===== config.mk =====
export PLATFORM = sky130hd
export DESIGN_NAME = fir_output_serializer
export DESIGN_NICKNAME = d
export VERILOG_FILES = /design/src/rtl/fir_output_serializer.sv
export SDC_FILE = /design/constraint.sdc
export NUM_CORES = 1
export LEC_CHECK = 0
export CORE_MARGIN = 4
export CORE_UTILIZATION = 40
export CTS_BUF_LIST = sky130_fd_sc_hd__clkbuf_8
export DETAILED_ROUTE_END_ITERATION = 10
export HOLD_SLACK_MARGIN = 0.1
export SLEW_MARGIN = 30
export SYNTH_ARGS = -nofsm -noshare
export SYNTH_HDL_FRONTEND = slang
export SYNTH_SLANG_ARGS = --single-unit

===== constraint.sdc =====
create_clock -name clock95 -period 11.6 [get_ports clock95]
set_clock_uncertainty 0.2 [all_clocks]
set_input_delay 1.16 -clock clock95 [delete_from_list [all_inputs] [get_ports clock95]]
set_output_delay 1.16 -clock clock95 [all_outputs]
set_load 0.02 [all_outputs]

===== src/rtl/fir_output_serializer.sv =====
// fir_output_serializer
// Capture end of the FIR datapath: queues signed filter samples in a small
// FIFO and streams each one out as BYTES bytes, MSB first, over an 8-bit
// valid/ready link. byte_last95 marks the LSB byte of every sample.
module fir_output_serializer #(
  parameter  int DATA_W = 40,
  parameter  int DEPTH  = 8,
  localparam int BYTES  = DATA_W / 8
) (
  input  logic                       clock95,
  input  logic                       reset95,
  input  logic signed [DATA_W-1:0]   sample_in95,
  input  logic                       sample_valid95,
  output logic [7:0]                 byte_out95,
  output logic                       byte_valid95,
  input  logic                       byte_ready95,
  output logic                       byte_last95,
  output logic [$clog2(DEPTH):0]     fifo_count95,
  output logic                       overflow95
);

  localparam int AW = $clog2(DEPTH);
  localparam int CW = AW + 1;
  localparam int IW = (BYTES > 1) ? $clog2(BYTES) : 1;

  localparam logic [0:0] ST_IDLE = 1'b0;
  localparam logic [0:0] ST_SEND = 1'b1;

  // Sample storage and FIFO bookkeeping. The count is kept separately from
  // the pointers so that full and empty never alias.
  logic [DATA_W-1:0] r_mem [DEPTH];
  logic [AW-1:0]     r_wr_ptr;
  logic [AW-1:0]     r_rd_ptr;
  logic [CW-1:0]     r_count;
  logic              r_overflow;

  // Serializer state: the sample being sent and which byte is on the bus.
  logic [0:0]        r_state;
  logic [0:0]        w_state_nxt;
  logic [DATA_W-1:0] r_shift;
  logic [IW-1:0]     r_idx;

  logic w_full;
  logic w_empty;
  logic w_push;
  logic w_hs;
  logic w_last;
  logic w_pop;

  // Full is judged on the pre-edge count, so a pop on the same edge never
  // makes room for an incoming sample.
  assign w_full  = (r_count == CW'(DEPTH));
  assign w_empty = (r_count == '0);
  assign w_push  = sample_valid95 & ~w_full;
  assign w_hs    = (r_state == ST_SEND) & byte_ready95;
  assign w_last  = (r_idx == IW'(BYTES - 1));
  // Load a new sample when idle, or back-to-back on the final handshake.
  assign w_pop   = ~w_empty & ((r_state == ST_IDLE) | (w_hs & w_last));

  // Next-state selection for the IDLE/SEND controller.
  always_comb begin
    // NOTE: default assignment first so every path drives the signal and no latch is inferred.
    w_state_nxt = r_state;
    case (r_state)
      ST_IDLE: if (!w_empty)                  w_state_nxt = ST_SEND;
      ST_SEND: if (w_hs && w_last && w_empty) w_state_nxt = ST_IDLE;
      default:                                w_state_nxt = ST_IDLE;
    endcase
  end

  // FIFO storage write.
  // NOTE: the sample array has no reset; contents are only ever read behind a
  // non-zero count, so clearing them would add reset fan-out for nothing.
  always_ff @(posedge clock95) begin
    if (w_push) r_mem[r_wr_ptr] <= sample_in95;
  end

  // FIFO pointers, occupancy and the sticky drop flag.
  always_ff @(posedge clock95 or negedge reset95) begin
    if (!reset95) begin
      // NOTE: sequential state uses non-blocking assignments so every register
      // samples pre-edge values regardless of statement order.
      r_wr_ptr   <= '0;
      r_rd_ptr   <= '0;
      r_count    <= '0;
      r_overflow <= 1'b0;
    end else begin
      if (w_push) r_wr_ptr <= r_wr_ptr + AW'(1);
      if (w_pop)  r_rd_ptr <= r_rd_ptr + AW'(1);
      r_count <= r_count + CW'(w_push) - CW'(w_pop);
      if (sample_valid95 && w_full) r_overflow <= 1'b1;
    end
  end

  // Controller state, shift register and byte index.
  always_ff @(posedge clock95 or negedge reset95) begin
    if (!reset95) begin
      r_state <= ST_IDLE;
      r_shift <= '0;
      r_idx   <= '0;
    end else begin
      r_state <= w_state_nxt;
      if (w_pop) begin
        r_shift <= r_mem[r_rd_ptr];
        r_idx   <= '0;
      end else if (w_hs && !w_last) begin
        r_shift <= {r_shift[DATA_W-9:0], 8'h00};
        r_idx   <= r_idx + IW'(1);
      end
    end
  end

  // Outputs come straight from registers, so they hold under backpressure
  // and take their reset values as soon as reset95 falls.
  assign byte_valid95 = (r_state == ST_SEND);
  assign byte_out95   = r_shift[DATA_W-1 -: 8];
  assign byte_last95  = byte_valid95 & w_last;
  assign fifo_count95 = r_count;
  assign overflow95   = r_overflow;

endmodule


==> results by group, run 1 <==
Detailed routing
  • Antenna Nets Post-Route: 0
  • DRT Pass-1 Iters: 5
  • Vias: roughly 6,900
  • Via/cell ratio: 5.320
  • WL/cell: 22.11 µm
  • Initial DRC Count: 446
  • Post-route DRC: 0
  • Post-Route WL: roughly 29 mm

Logic synthesis
  • Mean Syn Cell Area: 20.71 µm²
  • Async S/R FF share, synth: 14.67%
  • Seq cells post-synth: 375
  • Synthesized area: 0.01450 mm²
  • Top_reg_cell synth: edfxtp_1
  • Post-synth EDFFs: between 300 and 400
  • Yosys warnings: 0
  • Syn Inst Count: 700
  • Post-synth cell types: 33
  • Seq/Total Area, Yosys: 75.78%
  • Synthesized Nets: 754

Clock tree
  • Setup repair bufs after CTS: 0
  • CTS Root Cell: clkbuf_8
  • Clock transition at the registers of the reported paths: 0.06 ns
  • # hold bufs at CTS: 0
  • Clock buffer depth: 3
  • Num CTS Buffers: 59
  • Clock Sinks: 375
  • Resized cells post-CTS: 0
  • H-tree depth: 2
  • Worst-Skew Late Latency: 0.59 ns
  • TritonCTS clock tree: built

Critical path
  • WP data arrival: 3.42 ns
  • Crit path kind: primary input to flop
  • Crit end category: flop
  • Crit path capture: r_mem[1][17]
  • RR Startpoint: r_rd_ptr[0]
  • Maximum fanout along the worst path: 40
  • CP Launch Type: primary input
  • Setup crit start: sample_valid95
  • R2R Setup Slk: 8.36 ns
  • CP Data Required Time: 11.61 ns
  • R2R cell count: 6
  • R2R Path End: r_shift[20]

Placed design
  • Routability cong.: about 0.75
  • # port buffers: 58
  • Post-DP HPWL: 15.96 mm
  • Place WS: 7.619 ns

STA
  • Final worst setup slack: 8.192 ns
  • Max_slew headroom: 41.96%
  • Fin crit share: 29.38%
  • RSZ-0062 raised after global routing: false
  • Fmax: 0.2934 GHz
  • Final slew viol count: 0
  • Fin crit period: 3.408 ns
  • Slew @ Worst Pin: a little under 0.9 ns
  • Fin. Hold Viols: 0
  • TNS Setup: 0 ns
  • Hold slack final: 0.2780 ns
  • Endpoints failing setup: 0

Global routing
  • Initial antenna violation count: 3
  • Pin count of the biggest net entering global routing: 56
  • Gr usage total: 14.76%
  • Total grt overflow: 0
  • Vias in the first global route: roughly 7,500
  • First-pass GRT wire length: 44.53 mm

Power
  • Pleak: 0.005621 µW
  • Total power: 3961 µW
  • PwrDens: about 240 mW/mm²
  • VDD IR-drop max: 0.1313 mV

Finish
  • Fill count: between 2,000 and 3,000
  • Antenna diodes: 0
  • Area grow syn2layout: 14.92%
  • Final #Nets: 844
  • Share of cells above drive strength 1: 24.22%

Min path
  • Hold Crit Class: flop to flop
  • Hold Path Depth: 1

Die
  • Die Span X: between 150 and 200 µm
  • Starting Density: 40.66%
  • Number of I/O pins: roughly 60
  • Row count: 69
  • Core area: roughly 0.036 mm²
  • Die H: 198.4 µm
  • Die Footprint: 0.03935 mm²

Flow run
  • Max Cap Viol: 0

Run status
  • Status: finished clean
-- worst min-delay path by stage --
| stage | end | slack, ns | start |
|---|---|---|---|
| after global routing | overflow95 | 0.31 | overflow95 |
| after global placement | overflow95 | 0.26 | overflow95 |
| after CTS | overflow95 | 0.29 | overflow95 |
| after detailed placement | overflow95 | 0.28 | overflow95 |
| final | overflow95 | 0.28 | overflow95 |
| after floorplan | r_shift[0] | 0.28 | r_shift[0] |
-- layout by cell type (no fill, tap or decap), types with 2 or more instances in the layout --
cell type	count
dfrtp_4	2
nor2_4	6
nand3_1	10
clkinv_1	15
buf_4	15
xor2_1	2
clkbuf_8	62
clkinv_2	3
mux4_2	80
nor2b_1	9
nor3_2	2
ha_1	9
nor2_1	4
a211oi_1	9
edfxtp_1	320
inv_1	34
o221a_2	23
nand2_1	41
xnor2_1	5
a21oi_1	10
dfrtp_1	52
nand2b_1	3
clkdlybuf4s50_1	57
mux2i_1	41
o21ai_1	8
-- sequential cells by signal, summed over array words and instances (netlist names) --
| register | count |
|---|---|
| r_shift | 40 |
| r_idx | 3 |
| r_rd_ptr | 3 |
| r_mem | 320 |
| byte_valid95 | 1 |
| fifo_count95 | 4 |
| r_wr_ptr | 3 |
| overflow95 | 1 |
-- routing by layer --
layer	wire length, µm	share of wire (%)	track usage [%]
met5	47	0.16	0
met4	700	2.4	4.540
met3	1358	4.7	3.184
met2	14480	50	24.85
met1	12130	42	19.48
-- cell usage after synthesis (3+ instances only) --
cell type | n | area share [%]
buf_4 | 13 | 0.67
buf_2 | 16 | 0.55
xnor2_1 | 5 | 0.30
mux4_2 | 80 | 12
edfxtp_1 | 320 | 66
nand2_1 | 41 | 1.1
a211oi_1 | 9 | 0.47
o221a_2 | 23 | 1.8
nor2_1 | 10 | 0.26
o21ai_1 | 8 | 0.28
nor2b_1 | 9 | 0.39
nand2b_1 | 3 | 0.13
dfrtp_1 | 55 | 9.5
a21oi_1 | 10 | 0.35
mux2i_1 | 41 | 2.8
nand3_1 | 11 | 0.38
ha_1 | 9 | 0.78
inv_1 | 8 | 0.21
clkbuf_1 | 11 | 0.28
-- metrics by stage --
| step | utilization, % | cell area, µm² | instances |
|---|---|---|---|
| after floorplan | - | 14500 | 700 |
| after global placement | 43.65 | 15560 | 1188 |
| after detailed placement | 43.67 | 15570 | 1189 |
| after CTS | 46.67 | 16640 | 1298 |
| after global routing | 46.72 | 16660 | 1299 |
| final | 46.72 | 16660 | 1299 |
-- where the power goes --
| part | internal [µW] | switching, µW | total (µW) |
|---|---|---|---|
| registers | 1730 | 149 | 1880 |
| clock network | 514 | 483 | 996 |
| logic | 518 | 563 | 1080 |
-- critical path, cell delays in order --
cell	delay, ns
clkdlybuf4s50_1	0.50
a21boi_0	0.53
nand2_1	0.37
nor3_2	0.19
buf_4	0.63
-- final cells by class --
class | count | area [µm²] | area share, %
well taps | 461 | 576.8 | 3.462
repair buffers | 74 | 708.2 | 4.251
inverters | 8 | 30.03 | 0.1802
multi-input cells | 272 | 3282 | 19.70
clock inverters | 47 | 215.2 | 1.292
clock buffers | 62 | 853.3 | 5.122
flip-flops and latches | 375 | 10990 | 65.99
-- logic make-up (layout without fill, tap and decap cells) --
family / after synthesis / after routing / synth area share [%]
simple gates: 78 / 78 / 2.374
compound gates: 56 / 56 / 3.219
xor+xnor: 7 / 7 / 0.4229
buf+inv: 53 / 191 / 2.028
flops: 375 / 375 / 75.78
mux: 121 / 121 / 15.26
fa+ha+maj: 10 / 10 / 0.9149
No activity file was read; power rests on OpenSTA's default activity.
==> run 2: changes to the inputs <==
Clock period 11.6 ns to 3.25 ns, I/O delays scaled along.
==> run 2 against run 1 <==
Setup slack got worse by 7.5 ns. Design area increased by 1.2%. Sequential power increased to 3.6 times the previous value. Register-to-register slack got worse by 7.5 ns. Via count increased by 0.64%. Critical path depth decreased by 1. Sequential share of layout area decreased by 0.78 points. Critical path type is now flop to primary output. Largest power group unchanged.
==> results by group, run 2 (synthesis gave the netlist of run 1 again) <==
Clock tree
  • Worst-Skew Late Latency: 0.60 ns (was 0.59 ns)
  • Clock buffer depth: 3 (unchanged)
  • TritonCTS clock tree: built (unchanged)
  • Num CTS Buffers: 59 (unchanged)
  • # hold bufs at CTS: 1 (was 0)
  • H-tree depth: 2 (unchanged)
  • CTS Root Cell: clkbuf_8 (unchanged)
  • Setup repair bufs after CTS: 0 (unchanged)
  • Resized cells post-CTS: 0 (unchanged)
  • Clock transition at the registers of the reported paths: 0.06 ns (about the same)
  • Clock Sinks: 375 (unchanged)

Die
  • Die Footprint: 0.03935 mm² (unchanged)
  • Die H: 198.4 µm (unchanged)
  • Die Span X: 198.4 µm (unchanged)
  • Core area: 0.03566 mm² (unchanged)
  • Number of I/O pins: 59 (unchanged)
  • Starting Density: 40.66% (unchanged)
  • Row count: 69 (unchanged)

STA
  • Endpoints failing setup: 0 (unchanged)
  • Slew @ Worst Pin: 0.8449 ns (was 0.8706 ns)
  • Fin. Hold Viols: 0 (unchanged)
  • Final slew viol count: 0 (unchanged)
  • Fin crit period: between 2 and 3 ns
  • Hold slack final: 0.2340 ns (was 0.2780 ns)
  • Fmax: 0.3943 GHz
  • RSZ-0062 raised after global routing: false (unchanged)
  • Fin crit share: 78.03%
  • Final worst setup slack: 0.7139 ns (was 8.192 ns)
  • Max_slew headroom: 43.54% (was 41.96%)

Global routing
  • Pin count of the biggest net entering global routing: 43 (was 56)
  • Total grt overflow: 0 (unchanged)
  • Vias in the first global route: 7,578 (was 7,521)
  • First-pass GRT wire length: 44.34 mm (was 44.53 mm)
  • Gr usage total: 14.68% (was 14.76%)
  • Initial antenna violation count: 0 (was 3)

Critical path
  • Crit end category: primary output (was flop)
  • CP Data Required Time: 2.72 ns (was 11.61 ns)
  • Maximum fanout along the worst path: 3 (was 40)
  • Crit path kind: flop to primary output (was primary input to flop)
  • CP Launch Type: flop (was primary input)
  • WP data arrival: 2.01 ns (was 3.42 ns)

Placed design
  • Routability cong.: 0.7708 (was 0.7511)
  • # port buffers: 58 (unchanged)
  • Place WS: 0.7193 ns (was 7.619 ns)
  • Post-DP HPWL: 16.85 mm (was 15.96 mm)
  • Placed cells: 1,198 (was 1,189)

Power
  • NetSw: 4242 µW (was 1195 µW)
  • P_int: 9901 µW (was 2766 µW)
  • Seq pwr share: 47.5% (about the same)
  • Comb power frac: 28.0% (was 27.3%)
  • VDD IR-drop max: 0.3774 mV (was 0.1313 mV)
  • Sw Ratio: 29.99% (was 30.16%)
  • PwrDens: 839.1 mW/mm² (was 237.7 mW/mm²)
  • Pleak: 0.005670 µW (was 0.005621 µW)
  • Clk pwr share: 24.5% (was 25.2%)

Finish
  • Final instance count without filler cells: 1,306 (was 1,299)
  • Commonest non-fill, non-tap cell in the layout: edfxtp_1 (unchanged)
  • Antenna diodes: 0 (unchanged)
  • Area grow syn2layout: 16.27% (was 14.92%)
  • Share of cells above drive strength 1: 25.09% (was 24.22%)
  • Final #Nets: 855 (was 844)
  • Most frequent cells in the layout: 320 x edfxtp_1, 80 x mux4_2, 59 x clkbuf_8 (was 320 x edfxtp_1, 80 x mux4_2, 62 x clkbuf_8)
  • Utilization after layout: 47.27% (was 46.72%)
  • Reg with most FFs: r_mem (unchanged)
  • Max reg flops: 320 (unchanged)

Detailed routing
  • Initial DRC Count: 402 (was 446)
  • Post-route DRC: 0 (unchanged)
  • Post-Route WL: 28.41 mm (was 28.72 mm)
  • Via/cell ratio: 5.325 (was 5.320)
  • DRT Pass-1 Iters: 5 (unchanged)
  • Antenna Nets Post-Route: 0 (unchanged)
  • Vias: 6,955 (was 6,911)
  • WL/cell: 21.75 µm (was 22.11 µm)

Min path
  • Hold Crit Class: primary input to flop (was flop to flop)

Run status
  • Status: finished clean (unchanged)

Flow run
  • Max Cap Viol: 0 (unchanged)
==> run 2: critical path, cell delays in order (launching register included) <==
cell	delay, ns
dfrtp_1	0.38
inv_1	0.09
ha_1	0.19
and3_1	0.17
clkdlybuf4s50_1	0.60
==> run 2: path summary, 6_finish.rpt <==
kind                                 start      endpoint  slack, ns  cells after the start
max                               r_idx[0]   byte_last95       0.71                      4
min                         sample_valid95    overflow95       0.23                      2
max reg2reg                fifo_count95[1]   r_shift[18]       0.86                      4
min reg2reg                     overflow95    overflow95       0.30                      1
max in group asynchronous          reset95   r_rd_ptr[1]       1.69                      5
min in group asynchronous          reset95  byte_valid95       0.48                      3
==> run 2: power by group through the flow <==
stage	clock network [µW]	registers, µW	logic, µW
2_1_floorplan	0	6550	2970
3_3_place_gp	0	6750	3970
3_5_place_dp	0	6810	4050
4_1_cts	3590	6720	4070
5_1_grt	3820	6810	4310
6_report	3470	6720	3960
==> run 2: stage by stage <==
step,setup TNS [ns],total power [µW],cell area (µm²)
6_report,0,14140,16850
3_3_place_gp,0,10710,15790
5_1_grt,0,14930,16850
4_1_cts,0,14380,16820
2_1_floorplan,-106.28,9523,14510
3_5_place_dp,0,10860,15790
==> run 2: layout make-up <==
cell class,instances,area (µm²)
timing repair buffer,85,933.4
fill,2967,18800
inverter,8,30.03
clock buffer,59,812.0
sequential,375,10990
tap,461,576.8
clock inverter,46,216.5
multi-input combinational,272,3294
==> run 2: metal layers <==
layer / global-route usage (%) / routed length (µm) / up-vias / part of all wire (%)
met1: 19.77 / 12410 / 3702 / 44
met5: 0 / 0 / - / 0
met3: 2.829 / 1212 / 48 / 4.3
met2: 24.77 / 14320 / 152 / 50
met4: 4.004 / 460 / 0 / 1.6
li1: - / - / 3053 / -
==> run 3: changes to the inputs <==
Clock period 3.25 ns to 2.49 ns, I/O delays scaled along.
==> run 3 against run 2 <==
First-iteration DRC count is 3.7% higher. Design area grew 1.7%. Global-route usage increased by 0.23 points. Wire length grew 2.0%. Cell count is 1.2% higher. Total power is 34% higher. Die area did not move. Via count shrank 0.52%. Sequential cell count unchanged. Worst hold slack got worse by 0.053 ns. Register-to-register slack worse by 0.68 ns. Critical path type is now primary input to asynchronous set/reset pin. Largest cell class unchanged.
==> results by group, run 3 (synthesis gave the netlist of run 1 again) <==
Placed design
  • Post-DP HPWL: 17.77 mm (was 16.85 mm)
  • DP Area: 0.01601 mm² (was 0.01579 mm²)
  • Routability cong.: 0.7924 (was 0.7708)
  • # port buffers: 58 (unchanged)

Detailed routing
  • Antenna Nets Post-Route: 0 (unchanged)
  • DRT Pass-1 Iters: 5 (unchanged)
  • WL/cell: 21.92 µm (was 21.75 µm)
  • Post-route DRC: 0 (unchanged)
  • Vias: 6,919 (was 6,955)
  • Via/cell ratio: 5.234 (was 5.325)
  • Initial DRC Count: 417 (was 402)
  • Post-Route WL: 28.98 mm (was 28.41 mm)

Critical path
  • Maximum fanout along the worst path: 17 (was 3)
  • RR Startpoint: r_rd_ptr[0] (was fifo_count95[1])
  • R2R Path End: r_shift[16] (was r_shift[18])
  • Most used cell, CP: dlygate4sd3_1
  • Crit-path cells: dlygate4sd3_1 -> dlygate4sd3_1 -> buf_2 -> dlygate4sd3_1 (was inv_1 -> ha_1 -> and3_1 -> clkdlybuf4s50_1)
  • R2R Setup Slk: 0.18 ns (was 0.86 ns)
  • CP Data Required Time: 2.81 ns (was 2.72 ns)
  • CP Launch Type: primary input (was flop)
  • WP data arrival: 2.63 ns (was 2.01 ns)
  • CP peak stage delay: 1.11 ns (was 0.60 ns)
  • Setup crit start: reset95 (was r_idx[0])
  • Slowest-stage cell, CP: dlygate4sd3_1 (was clkdlybuf4s50_1)
  • R2R cell count: 5 (was 4)
  • Crit end category: asynchronous set/reset pin (was primary output)
  • Crit path capture: r_rd_ptr[0] (was byte_last95)
  • Crit path kind: primary input to asynchronous set/reset pin (was flop to primary output)

Global routing
  • Vias in the first global route: 7,538 (was 7,578)
  • Pin count of the biggest net entering global routing: 46 (was 43)
  • Gr usage total: 14.92% (was 14.68%)
  • Total grt overflow: 0 (unchanged)
  • First-pass GRT wire length: 44.71 mm (was 44.34 mm)
  • Initial antenna violation count: 1 (was 0)

Clock tree
  • Clock Sinks: 375 (unchanged)
  • Clock buffer depth: 3 (unchanged)
  • CTS Root Cell: clkbuf_8 (unchanged)
  • H-tree depth: 2 (unchanged)
  • Num CTS Buffers: 57 (was 59)
  • Clock transition at the registers of the reported paths: 0.06 ns (about the same)
  • Worst-Skew Late Latency: 0.58 ns (was 0.60 ns)
  • Setup repair bufs after CTS: 0 (unchanged)
  • TritonCTS clock tree: built (unchanged)

STA
  • Max_slew headroom: 46.39% (was 43.54%)
  • Slew @ Worst Pin: 0.8015 ns (was 0.8449 ns)
  • Final slew viol count: 0 (unchanged)
  • RSZ-0062 raised after global routing: false (unchanged)
  • Fin. Hold Viols: 0 (unchanged)
  • Fin crit period: 2.312 ns
  • TNS Setup: 0 ns (unchanged)
  • Endpoints failing setup: 0 (unchanged)
  • Fmax: 0.4325 GHz
  • Fin crit share: 92.85%

Min path
  • Hold Crit Class: primary input to flop (unchanged)
  • Hold Path Depth: 2 (unchanged)

Finish
  • Most frequent cells in the layout: 320 x edfxtp_1, 80 x mux4_2, 60 x clkbuf_8 (was 320 x edfxtp_1, 80 x mux4_2, 59 x clkbuf_8)
  • Final #Nets: 866 (was 855)
  • Max reg flops: 320 (unchanged)
  • Fill count: 2,918 (was 2,967)
  • Area grow syn2layout: 18.22% (was 16.27%)
  • Reg with most FFs: r_mem (unchanged)
  • Fin area: 0.01714 mm² (was 0.01685 mm²)
  • Commonest non-fill, non-tap cell in the layout: edfxtp_1 (unchanged)
  • Antenna diodes: 0 (unchanged)
  • Share of cells above drive strength 1: 28.22% (was 25.09%)

Power
  • PwrDens: 1105 mW/mm² (was 839.1 mW/mm²)
  • Total power: 18,940 µW (was 14,140 µW)
  • VDD IR-drop max: 0.4438 mV (was 0.3774 mV)
  • Pleak: 0.005801 µW (was 0.005670 µW)
  • Seq pwr share: 45.8% (was 47.5%)
  • P_int: 13,280 µW (was 9901 µW)
  • Comb power frac: 29.5% (was 28.0%)
  • NetSw: 5657 µW (was 4242 µW)
  • Sw Ratio: 29.87% (was 29.99%)
  • Clk pwr share: 24.7% (was 24.5%)

Die
  • Core area: 0.03566 mm² (unchanged)
  • Number of I/O pins: 59 (unchanged)
  • Die Span X: 198.4 µm (unchanged)
  • Starting Density: 40.66% (unchanged)
  • Row count: 69 (unchanged)
  • Die H: 198.4 µm (unchanged)
  • Die Footprint: 0.03935 mm² (unchanged)

Run status
  • Status: finished clean (unchanged)

Flow run
  • Max Cap Viol: 0 (unchanged)
[run 3: changes by cell type in the layout (fill, tap and decap cells not counted), sizes merged]
cell and change:
buf +12, bufinv +1, clkbuf +1, clkdlybuf4s50 -1
clkinv +4, clkinvlp -1, dlygate4sd2 +1, dlygate4sd3 +1
inv -2
[run 3: stage by stage]
stage | setup WS, ns | instances | hold slack [ns] | utilization, %
2_1_floorplan | -0.1911 | 700 | -0.2466 | -
3_3_place_gp | 0.1506 | 1211 | 0.02244 | 44.89
3_5_place_dp | 0.06053 | 1211 | 0.02727 | 44.89
4_1_cts | 0.1292 | 1322 | 0.1276 | 48.00
5_1_grt | 0.01554 | 1322 | 0.1566 | 48.06
6_report | 0.1780 | 1322 | 0.1809 | 48.06
[run 3: power by group through the flow]
stage                     Sequential [µW]  Clock (µW)  Combinational, µW
after global routing                 8780        5130               6070
after global placement               8720           0               5560
after CTS                            8680        4820               5700
after floorplan                      8550           0               3980
after detailed placement             8800           0               5680
final                                8680        4670               5590
[run 3: area by class of cell]
| class | instances | area, µm² | share of cell area (%) |
|---|---|---|---|
| clock buffers | 60 | 825.8 | 4.819 |
| inverters | 8 | 30.03 | 0.1752 |
| well taps | 461 | 576.8 | 3.366 |
| repair buffers | 98 | 1099 | 6.410 |
| multi-input cells | 272 | 3356 | 19.58 |
| clock inverters | 48 | 252.7 | 1.475 |
| flip-flops and latches | 375 | 11000 | 64.17 |
[run 3: worst min path at each step]
stage,from,end
final,sample_valid95,overflow95
after global routing,sample_valid95,overflow95
after CTS,sample_valid95,overflow95
after detailed placement,reset95,r_wr_ptr[1]
after global placement,reset95,r_wr_ptr[2]
after floorplan,reset95,byte_valid95
[run 3: per-layer routing]
metal	part of all wire, %	vias up	global-route usage [%]
met3	4.3	47	3.184
met2	50	144	25.03
met1	44	3646	20.20
li1	-	3080	-
met4	1.7	2	3.647
met5	0.024	-	0
[run 3: timing repair]
item / in CTS / in global routing
endpoints found under the setup margin: 1 / 24
pin swaps: 0 / 1
hold endpoints to repair: 55 / 0
resized for setup: 1 / 6
hold buffers: 3 / 0
[run 3: critical path, delay by kind of cell]
family / cells / cell delay (ns)
buffers and inverters: 4 / 2.38
